===== src/rtl/gate_reduce_pipe_pkg.sv =====
// Shared definitions for gate_reduce_pipe: op encodings, identity element,
// inversion and reserved-op helpers, and tree-depth/level-width functions.
package gate_reduce_pipe_pkg;

  typedef enum logic [2:0] {
    OP_AND   = 3'd0,
    OP_OR    = 3'd1,
    OP_XOR   = 3'd2,
    OP_NAND  = 3'd3,
    OP_NOR   = 3'd4,
    OP_XNOR  = 3'd5,
    OP_RSVD6 = 3'd6,
    OP_RSVD7 = 3'd7
  } gate_op_e;

  // Padding value that leaves a reduction unchanged.
  function automatic logic identity(input logic [2:0] op);
    return (op == OP_AND) || (op == OP_NAND);
  endfunction

  function automatic logic is_and_class(input logic [2:0] op);
    return (op == OP_AND) || (op == OP_NAND);
  endfunction

  function automatic logic is_xor_class(input logic [2:0] op);
    return (op == OP_XOR) || (op == OP_XNOR);
  endfunction

  function automatic logic inverts(input logic [2:0] op);
    return (op == OP_NAND) || (op == OP_NOR) || (op == OP_XNOR);
  endfunction

  function automatic logic is_reserved(input logic [2:0] op);
    return op[2] & op[1];
  endfunction

  // Number of tree levels: smallest L >= 1 with fanin**L >= width.
  function automatic int clog(input int width, input int fanin);
    int span;
    int lv;
    span = fanin;
    lv   = 1;
    for (int i = 0; i < 8; i++) begin
      if (span < width) begin
        span = span * fanin;
        lv   = lv + 1;
      end
    end
    return lv;
  endfunction

  // Vector width entering tree level k.
  function automatic int level_width(input int width, input int fanin, input int k);
    int w;
    w = width;
    for (int i = 0; i < k; i++) begin
      w = (w + fanin - 1) / fanin;
    end
    return w;
  endfunction

endpackage


===== src/rtl/gate_reduce_stage.sv =====
// One registered level of the reduction tree. Groups of FANIN input bits are
// reduced (missing bits padded with the op's identity) and captured together
// with op and a valid bit. The last level also applies the output inversion
// and forces reserved ops to a 0 result.
module gate_reduce_stage
  import gate_reduce_pipe_pkg::*;
#(
  parameter int IN_W  = 8,
  parameter int FANIN = 4,
  parameter bit LAST  = 1'b0,
  localparam int OUT_W = (IN_W + FANIN - 1) / FANIN
) (
  input  logic             clk,
  input  logic             rst,
  input  logic             in_valid,
  output logic             in_ready,
  input  logic [IN_W-1:0]  din,
  input  logic [2:0]       op_in,
  output logic             out_valid,
  input  logic             out_ready,
  output logic [OUT_W-1:0] dout,
  output logic [2:0]       op_out
);

  logic [OUT_W*FANIN-1:0] padded;
  logic [FANIN-1:0]       grp;
  logic [OUT_W-1:0]       red;
  logic [OUT_W-1:0]       data_nxt;
  logic                   load;

  logic [OUT_W-1:0] data_d, data_q;
  logic [2:0]       op_d, op_q;
  logic             valid_d, valid_q;

  // Tree-node reduction of the incoming vector.
  always_comb begin
    padded = {(OUT_W*FANIN){identity(op_in)}};
    padded[IN_W-1:0] = din;
    grp = '0;
    red = '0;
    for (int g = 0; g < OUT_W; g++) begin
      grp = padded[g*FANIN +: FANIN];
      if (is_and_class(op_in))      red[g] = &grp;
      else if (is_xor_class(op_in)) red[g] = ^grp;
      else                          red[g] = |grp;
    end
    data_nxt = red;
    if (LAST) begin
      data_nxt[0] = is_reserved(op_in) ? 1'b0 : (inverts(op_in) ? ~red[0] : red[0]);
    end
  end

  assign in_ready = !valid_q || out_ready;
  assign load     = in_valid && in_ready;

  // Load on accept, otherwise empty when the downstream takes the item.
  always_comb begin
    valid_d = valid_q;
    data_d  = data_q;
    op_d    = op_q;
    if (load) begin
      valid_d = 1'b1;
      data_d  = data_nxt;
      op_d    = op_in;
    end else if (out_ready) begin
      valid_d = 1'b0;
    end
  end

  // Stage registers with synchronous reset.
  always_ff @(posedge clk) begin
    if (rst) begin
      valid_q <= 1'b0;
      data_q  <= '0;
      op_q    <= OP_AND;
    end else begin
      valid_q <= valid_d;
      data_q  <= data_d;
      op_q    <= op_d;
    end
  end

  assign out_valid = valid_q;
  assign dout      = data_q;
  assign op_out    = op_q;

endmodule


===== src/rtl/gate_reduce_pipe.sv =====
// Pipelined N-input reduction gate (AND/OR/XOR/NAND/NOR/XNOR) with
// valid/ready on both sides. One registered stage per tree level; ready is
// combinational back through the chain so bubbles collapse without a skid.
// Optional: define GATE_REDUCE_CNT_EN to add the saturating true_cnt output
// counting delivered results with z0=1 and err=0.
module gate_reduce_pipe
  import gate_reduce_pipe_pkg::*;
#(
  parameter int WIDTH = 8,
  parameter int FANIN = 4
) (
  input  logic             clk,
  input  logic             rst,
  input  logic [WIDTH-1:0] x,
  input  logic [2:0]       op,
  input  logic             in_valid,
  output logic             in_ready,
  output logic             z0,
  output logic             err,
  output logic             out_valid,
  input  logic             out_ready
`ifdef GATE_REDUCE_CNT_EN
  ,
  output logic [15:0]      true_cnt
`endif
);

  localparam int LEVELS = clog(WIDTH, FANIN);

  logic [LEVELS:0][WIDTH-1:0] d_bus;
  logic [LEVELS:0][2:0]       op_bus;
  logic [LEVELS:0]            v_bus;
  logic [LEVELS:0]            r_bus;
  logic                       unused_bits;

  assign d_bus[0]      = x;
  assign op_bus[0]     = op;
  assign v_bus[0]      = in_valid;
  assign in_ready      = r_bus[0];
  assign r_bus[LEVELS] = out_ready;

  for (genvar k = 0; k < LEVELS; k++) begin : g_lvl
    localparam int IW = level_width(WIDTH, FANIN, k);
    localparam int OW = level_width(WIDTH, FANIN, k + 1);
    logic [OW-1:0] dout;

    gate_reduce_stage #(
      .IN_W  (IW),
      .FANIN (FANIN),
      .LAST  (k == LEVELS - 1)
    ) u_stage (
      .clk       (clk),
      .rst       (rst),
      .in_valid  (v_bus[k]),
      .in_ready  (r_bus[k]),
      .din       (d_bus[k][IW-1:0]),
      .op_in     (op_bus[k]),
      .out_valid (v_bus[k+1]),
      .out_ready (r_bus[k+1]),
      .dout      (dout),
      .op_out    (op_bus[k+1])
    );

    assign d_bus[k+1] = WIDTH'(dout);
  end

  assign out_valid   = v_bus[LEVELS];
  assign z0          = d_bus[LEVELS][0];
  assign err         = is_reserved(op_bus[LEVELS]);
  assign unused_bits = ^d_bus;

`ifdef GATE_REDUCE_CNT_EN
  logic [15:0] true_cnt_d, true_cnt_q;

  // Count delivered true results, saturating at all-ones.
  always_comb begin
    true_cnt_d = true_cnt_q;
    if (out_valid && out_ready && z0 && !err && (true_cnt_q != 16'hFFFF)) begin
      true_cnt_d = true_cnt_q + 16'd1;
    end
  end

  // Counter register.
  always_ff @(posedge clk) begin
    if (rst) true_cnt_q <= 16'd0;
    else     true_cnt_q <= true_cnt_d;
  end

  assign true_cnt = true_cnt_q;
`endif

endmodule

===== config.mk =====
export PLATFORM = sky130hd
export DESIGN_NAME = gate_reduce_pipe
export DESIGN_NICKNAME = d
export VERILOG_FILES = /design/src/rtl/gate_reduce_pipe_pkg.sv /design/src/rtl/gate_reduce_stage.sv /design/src/rtl/gate_reduce_pipe.sv
export SDC_FILE = /design/constraint.sdc
export NUM_CORES = 1
export LEC_CHECK = 0
export CAP_MARGIN = 40
export CORE_MARGIN = 4
export CORE_UTILIZATION = 50
export CTS_BUF_LIST = sky130_fd_sc_hd__clkbuf_4
export CTS_CLUSTER_SIZE = 25
export DETAILED_ROUTE_END_ITERATION = 10
export GPL_TIMING_DRIVEN = 0
export MAX_ROUTING_LAYER = met4
export PLACE_DENSITY = 0.91
export SYNTH_ARGS = -nofsm -noshare
export SYNTH_HDL_FRONTEND = slang
export SYNTH_SLANG_ARGS = --single-unit

===== constraint.sdc =====
create_clock -name clk -period 3 [get_ports clk]
set_input_delay 0.3 -clock clk [delete_from_list [all_inputs] [get_ports clk]]
set_output_delay 0.3 -clock clk [all_outputs]
set_load 0.005 [all_outputs]

==> flow_summary_export.csv, run 1 <==
group,metric,value,unit
status,run_status,"complete, no violations",
clocking,numClockSinks,10,
drt,drt-total-wl,1.51,mm
grt,overflow,0,
worst_setup_path,crit_type,"input port to output port",
synthesis,synth_area,672,um^2
worst_hold_path,hp-start,"rst",
drt,viasPerCell,5.47,
power_and_ir_drop,p_comb_share,24.8,%
drt,route.vias.total,646,
worst_setup_path,cp-startpoint,"out_ready",
worst_setup_path,start_kind,"input port",
clocking,htreeDepth,1,
power_and_ir_drop,seqPwrFrac,47.2,%
die,start_util,56.6,%
power_and_ir_drop,p_leak,0.000390,uW
sta,slew_viol_final,0,
grt,grt_usage,17.1,%
power_and_ir_drop,vdd_ir_drop_max,0.000312,V
die,die_height,44.7,um
drt,drt_iter0_drc,9,
synthesis,synth_seq_area_share,29.8,%
sta,tightest_slew,431,ps
power_and_ir_drop,p_sw,84.8,uW
sta,slew_headroom,71.3,%
grt,grt_pass1_vias,617,
worst_setup_path,crit_fanout,6,
die,die-area,1990,um^2
sta,rsz0062_at_grt,"no",
layout,layout_commonest_cell,"clkdlybuf4s50_1",
power_and_ir_drop,p_per_area,357,nW/um^2
placed_design,dp_hpwl,1.23,mm
clocking,post-cts-setup-buffers,0,
clocking,clock_path_buffers,2,
synthesis,synthCells,84,
worst_setup_path,crit_buf_inv,2,
synthesis,synth_nets,109,
sta,final.period_utilization,58.4,%
worst_setup_path,regToRegStartpoint,"g_lvl[0].u_stage.dout[0]",
clocking,clk_latency,260,ps
die,rows,12,
layout,layout_common_cells,"clkdlybuf4s50_1, inv_1, nand2_1, ha_1, dfxtp_1",
sta,worst_clock_skew,0.985,ps
die,io_pins,19,
layout,antenna_cells,0,
synthesis,yosysWarnings,0,
worst_setup_path,r2r_slack,1540,ps
power_and_ir_drop,clockPowerShare,28.0,%
sta,timing.hold.ws,438,ps
worst_setup_path,arrival,1450,ps
clocking,hold_buffers,0,
synthesis,ys_ff_latch,10,
die,die_x,44.7,um
sta,clock.fmax,571,MHz
drt,drc_errors,0,
drt,ant_nets,0,
worst_setup_path,max_stage_delay,520,ps
worst_setup_path,crit_required,2700,ps
clocking,cts_resized,0,
worst_setup_path,worstPathCellList,"clkdlybuf4s50_1, nand3b_2, clkdlybuf4s50_1",
drt,dr.pass1.iters,4,
placed_design,finalWeightedCongestion,0.774,
grt,grt_start_max_net_pins,11,
sta,fin_crit,1750,ps
worst_hold_path,hold_class,"input port to register",
clocking,numCtsBuffers,3,
sta,tns,0,ps
layout,layout-drive-gt1-share,3.85,%
layout,area_growth,31.3,%
grt,grt_pass1_wl,2.40,mm
layout,final_net_count,131,
worst_setup_path,cp_slowest_cell,"clkdlybuf4s50_1",
sta,setup_violations,0,
worst_setup_path,cp_top_family,"buffers and inverters",
flow_run,drv_cap,0,
worst_setup_path,path_common_cell,"clkdlybuf4s50_1",
sta,hold_viol,0,
clocking,clk_pin_slew_worst_paths,60,ps
placed_design,port_buffers,17,
power_and_ir_drop,p_int,230,uW
clocking,cts-root-buf,"clkbuf_4",
grt,antenna_found_initial,0,
die,design.core.area,1190,um^2
clocking,cts_tree,"done",
drt,wl_per_cell,12.8,um
worst_setup_path,worstSetupEndpointType,"output port",
synthesis,synth.distinct_cells,24,
synthesis,syn_area_per_cell,8.00,um^2
power_and_ir_drop,sw_frac_of_total,26.9,%
[power groups by stage]
| stage | Combinational (uW) | Clock [uW] | Sequential [uW] |
|---|---|---|---|
| 2_1_floorplan | 43.8 | 0 | 149 |
| 3_5_place_dp | 77.7 | 0 | 151 |
| 6_report | 78.2 | 88.2 | 148 |
| 3_3_place_gp | 73.5 | 0 | 150 |
| 4_1_cts | 78.9 | 89.7 | 148 |
| 5_1_grt | 87.8 | 97.2 | 149 |
[sequential cells by signal, summed over array words and instances, names as in the netlist]
name / cells
g_lvl.u_stage.dout: 3
g_lvl.u_stage.op_out: 5
g_lvl.u_stage.out_valid: 2
[cells in the mapped netlist]
master | count | share of area [%]
a211o_1 | 1 | 1.3
a211oi_1 | 2 | 2.2
a21oi_1 | 9 | 6.7
a221oi_1 | 2 | 2.6
a31oi_1 | 2 | 1.9
and2_1 | 1 | 0.93
and2b_1 | 1 | 1.1
and3b_1 | 1 | 1.3
clkbuf_1 | 1 | 0.56
dfxtp_1 | 10 | 30
ha_1 | 10 | 19
inv_1 | 12 | 6.7
nand2_1 | 10 | 5.6
nand2b_1 | 1 | 0.93
nand3_1 | 5 | 3.7
nand3b_2 | 1 | 1.7
nor2_1 | 1 | 0.56
nor2b_1 | 3 | 2.8
nor3_1 | 2 | 1.5
nor3b_1 | 1 | 1.1
o21ai_0 | 3 | 2.2
o311ai_0 | 2 | 2.6
or3_1 | 1 | 0.93
xnor2_1 | 2 | 2.6
[worst paths after layout]
| check | cells after the start | end |
|---|---|---|
| setup / recovery | 3 | in_ready |
| hold / removal | 2 | g_lvl[0].u_stage.out_valid |
| setup reg to reg | 6 | g_lvl[1].u_stage.dout |
| hold reg to reg | 2 | g_lvl[1].u_stage.op_out[1] |
[cell type report]
cell class	count	area [um^2]
buffer	1	3.75
fill	94	304
tap	14	17.5
clock buffer	3	22.5
sequential	10	200
inverter	12	45.0
multi-input combinational	61	423
timing repair buffer	17	170
[logic make-up after synthesis]
| logic type | after synthesis | share of synthesized area, % |
|---|---|---|
| flip-flops | 10 | 29.8 |
| AND/OR/NAND/NOR | 28 | 22.2 |
| XOR/XNOR | 2 | 2.61 |
| buffers and inverters | 13 | 7.26 |
| AO/OA/AOI/OAI | 21 | 19.6 |
| adder cells (fa/ha/maj) | 10 | 18.6 |
[metrics by stage]
step	total power [uW]	area (um^2)	setup WS (ps)	instances	util (%)
6_report	315	882	1250	118	74.4
5_1_grt	334	882	1220	118	74.4
4_1_cts	317	882	1240	118	74.4
3_5_place_dp	228	860	1120	115	72.5
3_3_place_gp	224	860	1190	115	72.5
2_1_floorplan	193	672	1690	84	-
[per-layer routing]
metal	vias to the layer above	global-route usage [%]	part of all wire [%]
met2	16	30.4	53
met5	-	-	0
met1	293	17.7	43
met3	0	6.10	4.2
met4	0	3.61	0
li1	337	-	-
(Power assumes the default switching activity.)
==> run 2: changes to the inputs <==
--- a/config.mk
+++ b/config.mk
@@ -7,13 +7,13 @@
 export LEC_CHECK = 0
 export CAP_MARGIN = 40
 export CORE_MARGIN = 4
-export CORE_UTILIZATION = 50
+export CORE_UTILIZATION = 43
 export CTS_BUF_LIST = sky130_fd_sc_hd__clkbuf_4
 export CTS_CLUSTER_SIZE = 25
 export DETAILED_ROUTE_END_ITERATION = 10
 export GPL_TIMING_DRIVEN = 0
 export MAX_ROUTING_LAYER = met4
-export PLACE_DENSITY = 0.91
+export PLACE_DENSITY = 0.84
 export SYNTH_ARGS = -nofsm -noshare
 export SYNTH_HDL_FRONTEND = slang
 export SYNTH_SLANG_ARGS = --single-unit
==> constraint.sdc (replaced) <==
create_clock -name clk -period 1.6 [get_ports clk]
set_input_delay 0.16 -clock clk [delete_from_list [all_inputs] [get_ports clk]]
set_output_delay 0.16 -clock clk [all_outputs]
set_load 0.005 [all_outputs]
==> run 2 against run 1 <==
Via count fell by 1.5%. Flip-flop and latch count is the same. Cell area increased by 0.28%. Largest power group unchanged. Non-clock buffer count is the same. Die area rose by 13%. Sequential share of layout area fell by 0.064 points. Largest cell class unchanged.
==> flow_summary_export.csv, run 2 (synthesis gave the netlist of run 1 again) <==
group,metric,value,unit
status,run_status,"complete, no violations",
clocking,clk_latency,260,ps
layout,fill_cells,130,
clocking,cts-root-buf,"clkbuf_4",
worst_hold_path,whs_path_depth,2,
worst_setup_path,r2r_end,"g_lvl[1].u_stage.dout",
die,die_x,47.5,um
layout,final_net_count,131,
sta,slew_viol_final,0,
power_and_ir_drop,vdd_ir_drop_max,0.000346,V
drt,viasPerCell,5.30,
flow_run,drv_cap,0,
drt,wl_met2,751,um
drt,route.vias.total,636,
worst_setup_path,start_kind,"register",
layout,fin_util,59.4,%
drt,dr.pass1.iters,4,
clocking,hold_buffers,0,
worst_setup_path,worstPathCellList,"nand3b_2, clkdlybuf4s50_1",
layout,design_area,885,um^2
die,die-area,2260,um^2
placed_design,port_buffers,17,
drt,top_layer_used,"met3",
grt,grt_pass1_wl,2.30,mm
grt,antenna_found_initial,0,
placed_design,dp_hpwl,1.19,mm
clocking,cts_tree,"done",
sta,worst_clock_skew,2.40,ps
sta,setup_violations,0,
drt,drt_iter0_drc,3,
drt,drt-total-wl,1.37,mm
grt,grt_start_max_net_pins,11,
grt,grt_pass1_vias,629,
grt,grt_usage,14.4,%
placed_design,placed_cell_area,862,um^2
placed_design,finalWeightedCongestion,0.777,
worst_setup_path,crit_required,1440,ps
clocking,post-cts-setup-buffers,0,
sta,hold_viol,0,
drt,ant_nets,0,
worst_setup_path,arrival,1350,ps
power_and_ir_drop,p_leak,0.000390,uW
clocking,numCtsBuffers,3,
layout,layout_common_cells,"clkdlybuf4s50_1, inv_1, nand2_1, ha_1, dfxtp_1",
layout,layout-drive-gt1-share,3.85,%
worst_setup_path,crit_type,"register to output port",
worst_setup_path,r2r_cells,6,
worst_setup_path,cp_slowest_cell,"clkdlybuf4s50_1",
sta,rsz0062_at_grt,"no",
clocking,numClockSinks,10,
drt,dr_wl_met3,55,um
die,start_util,45.1,%
sta,fin_crit,1510,ps
sta,clock.fmax,663,MHz
worst_setup_path,regToRegStartpoint,"g_lvl[0].u_stage.dout[0]",
layout,layout_commonest_cell,"clkdlybuf4s50_1",
power_and_ir_drop,p_per_area,664,nW/um^2
sta,final.period_utilization,94.3,%
sta,slew_headroom,72.2,%
worst_setup_path,r2r_slack,160,ps
worst_setup_path,critPathCapture,"in_ready",
drt,drc_errors,0,
worst_setup_path,crit_buf_inv,1,
die,io_pins,19,
clocking,htreeDepth,1,
worst_setup_path,worstSetupEndpointType,"output port",
worst_setup_path,max_stage_delay,490,ps
clocking,clock_path_buffers,2,
grt,overflow,0,
layout,antenna_cells,0,
drt,drt-met1-wl,566,um
die,design.core.area,1490,um^2
sta,tightest_slew,417,ps
drt,wl_per_cell,11.4,um
layout,largest_register_ffs,5,
power_and_ir_drop,total_power,588,uW
die,rows,14,
die,die_height,47.5,um
layout,multi_input_area,423,um^2
worst_setup_path,crit_fanout,6,
layout,register_area,200,um^2
layout,area_growth,31.7,%
worst_hold_path,hold_class,"input port to register",
worst_setup_path,cp-startpoint,"g_lvl[0].u_stage.out_valid",
clocking,clk_pin_slew_worst_paths,60,ps
worst_setup_path,cp_top_family,"buffers and inverters",
worst_setup_path,cp.depth,2,
run 2: cell types whose count changed in the layout (fill, tap and decap cells not counted):
cell	change
o311ai_1	+1
o311ai_0	-1
run 2: metrics by stage:
| step | cells | hold WS [ps] | setup TNS (ps) | setup slack (ps) |
|---|---|---|---|---|
| 5_1_grt | 120 | 319 | 0 | 21.5 |
| 3_5_place_dp | 117 | 446 | -292 | -173 |
| 3_3_place_gp | 117 | 442 | -117 | -59.7 |
| 4_1_cts | 120 | 290 | 0 | 83.3 |
| 2_1_floorplan | 84 | 289 | 0 | 294 |
| 6_report | 120 | 285 | 0 | 91.9 |
run 2: where the power goes:
group,switching (uW),internal (uW)
combinational,65.3,81.6
clock,77.2,86.5
sequential,13.1,264
run 2: how the worst min path moves through the flow:
stage	start	end	slack [ps]
3_3_place_gp	g_lvl[1].u_stage.op_out[1]	g_lvl[1].u_stage.op_out[1]	440
6_report	rst	g_lvl[1].u_stage.op_out[1]	280
4_1_cts	rst	g_lvl[0].u_stage.op_out[1]	290
3_5_place_dp	g_lvl[1].u_stage.op_out[1]	g_lvl[1].u_stage.op_out[1]	450
2_1_floorplan	in_valid	g_lvl[0].u_stage.out_valid	290
5_1_grt	rst	g_lvl[0].u_stage.out_valid	320
run 2: repair_timing:
action | in CTS | in global routing
endpoints found under the setup margin | 0 | 1
endpoints found under the hold margin | 0 | 0
resized for setup | 0 | 1
run 2: final cells by class:
type                            instances  share of cell area (%)
Buffer                                  1                   0.424
Inverter                               12                    5.09
Timing Repair Buffer                   17                    19.2
Clock buffer                            3                    2.55
Sequential cell                        10                    22.6
Tap cell                               16                    2.26
Multi-Input combinational cell         61                    47.8
run 2: per-layer routing:
layer	global-route usage [%]	up-vias
met3	3.38	0
met2	27.0	14
li1	-	332
met5	-	-
met1	15.0	290
met4	3.23	0
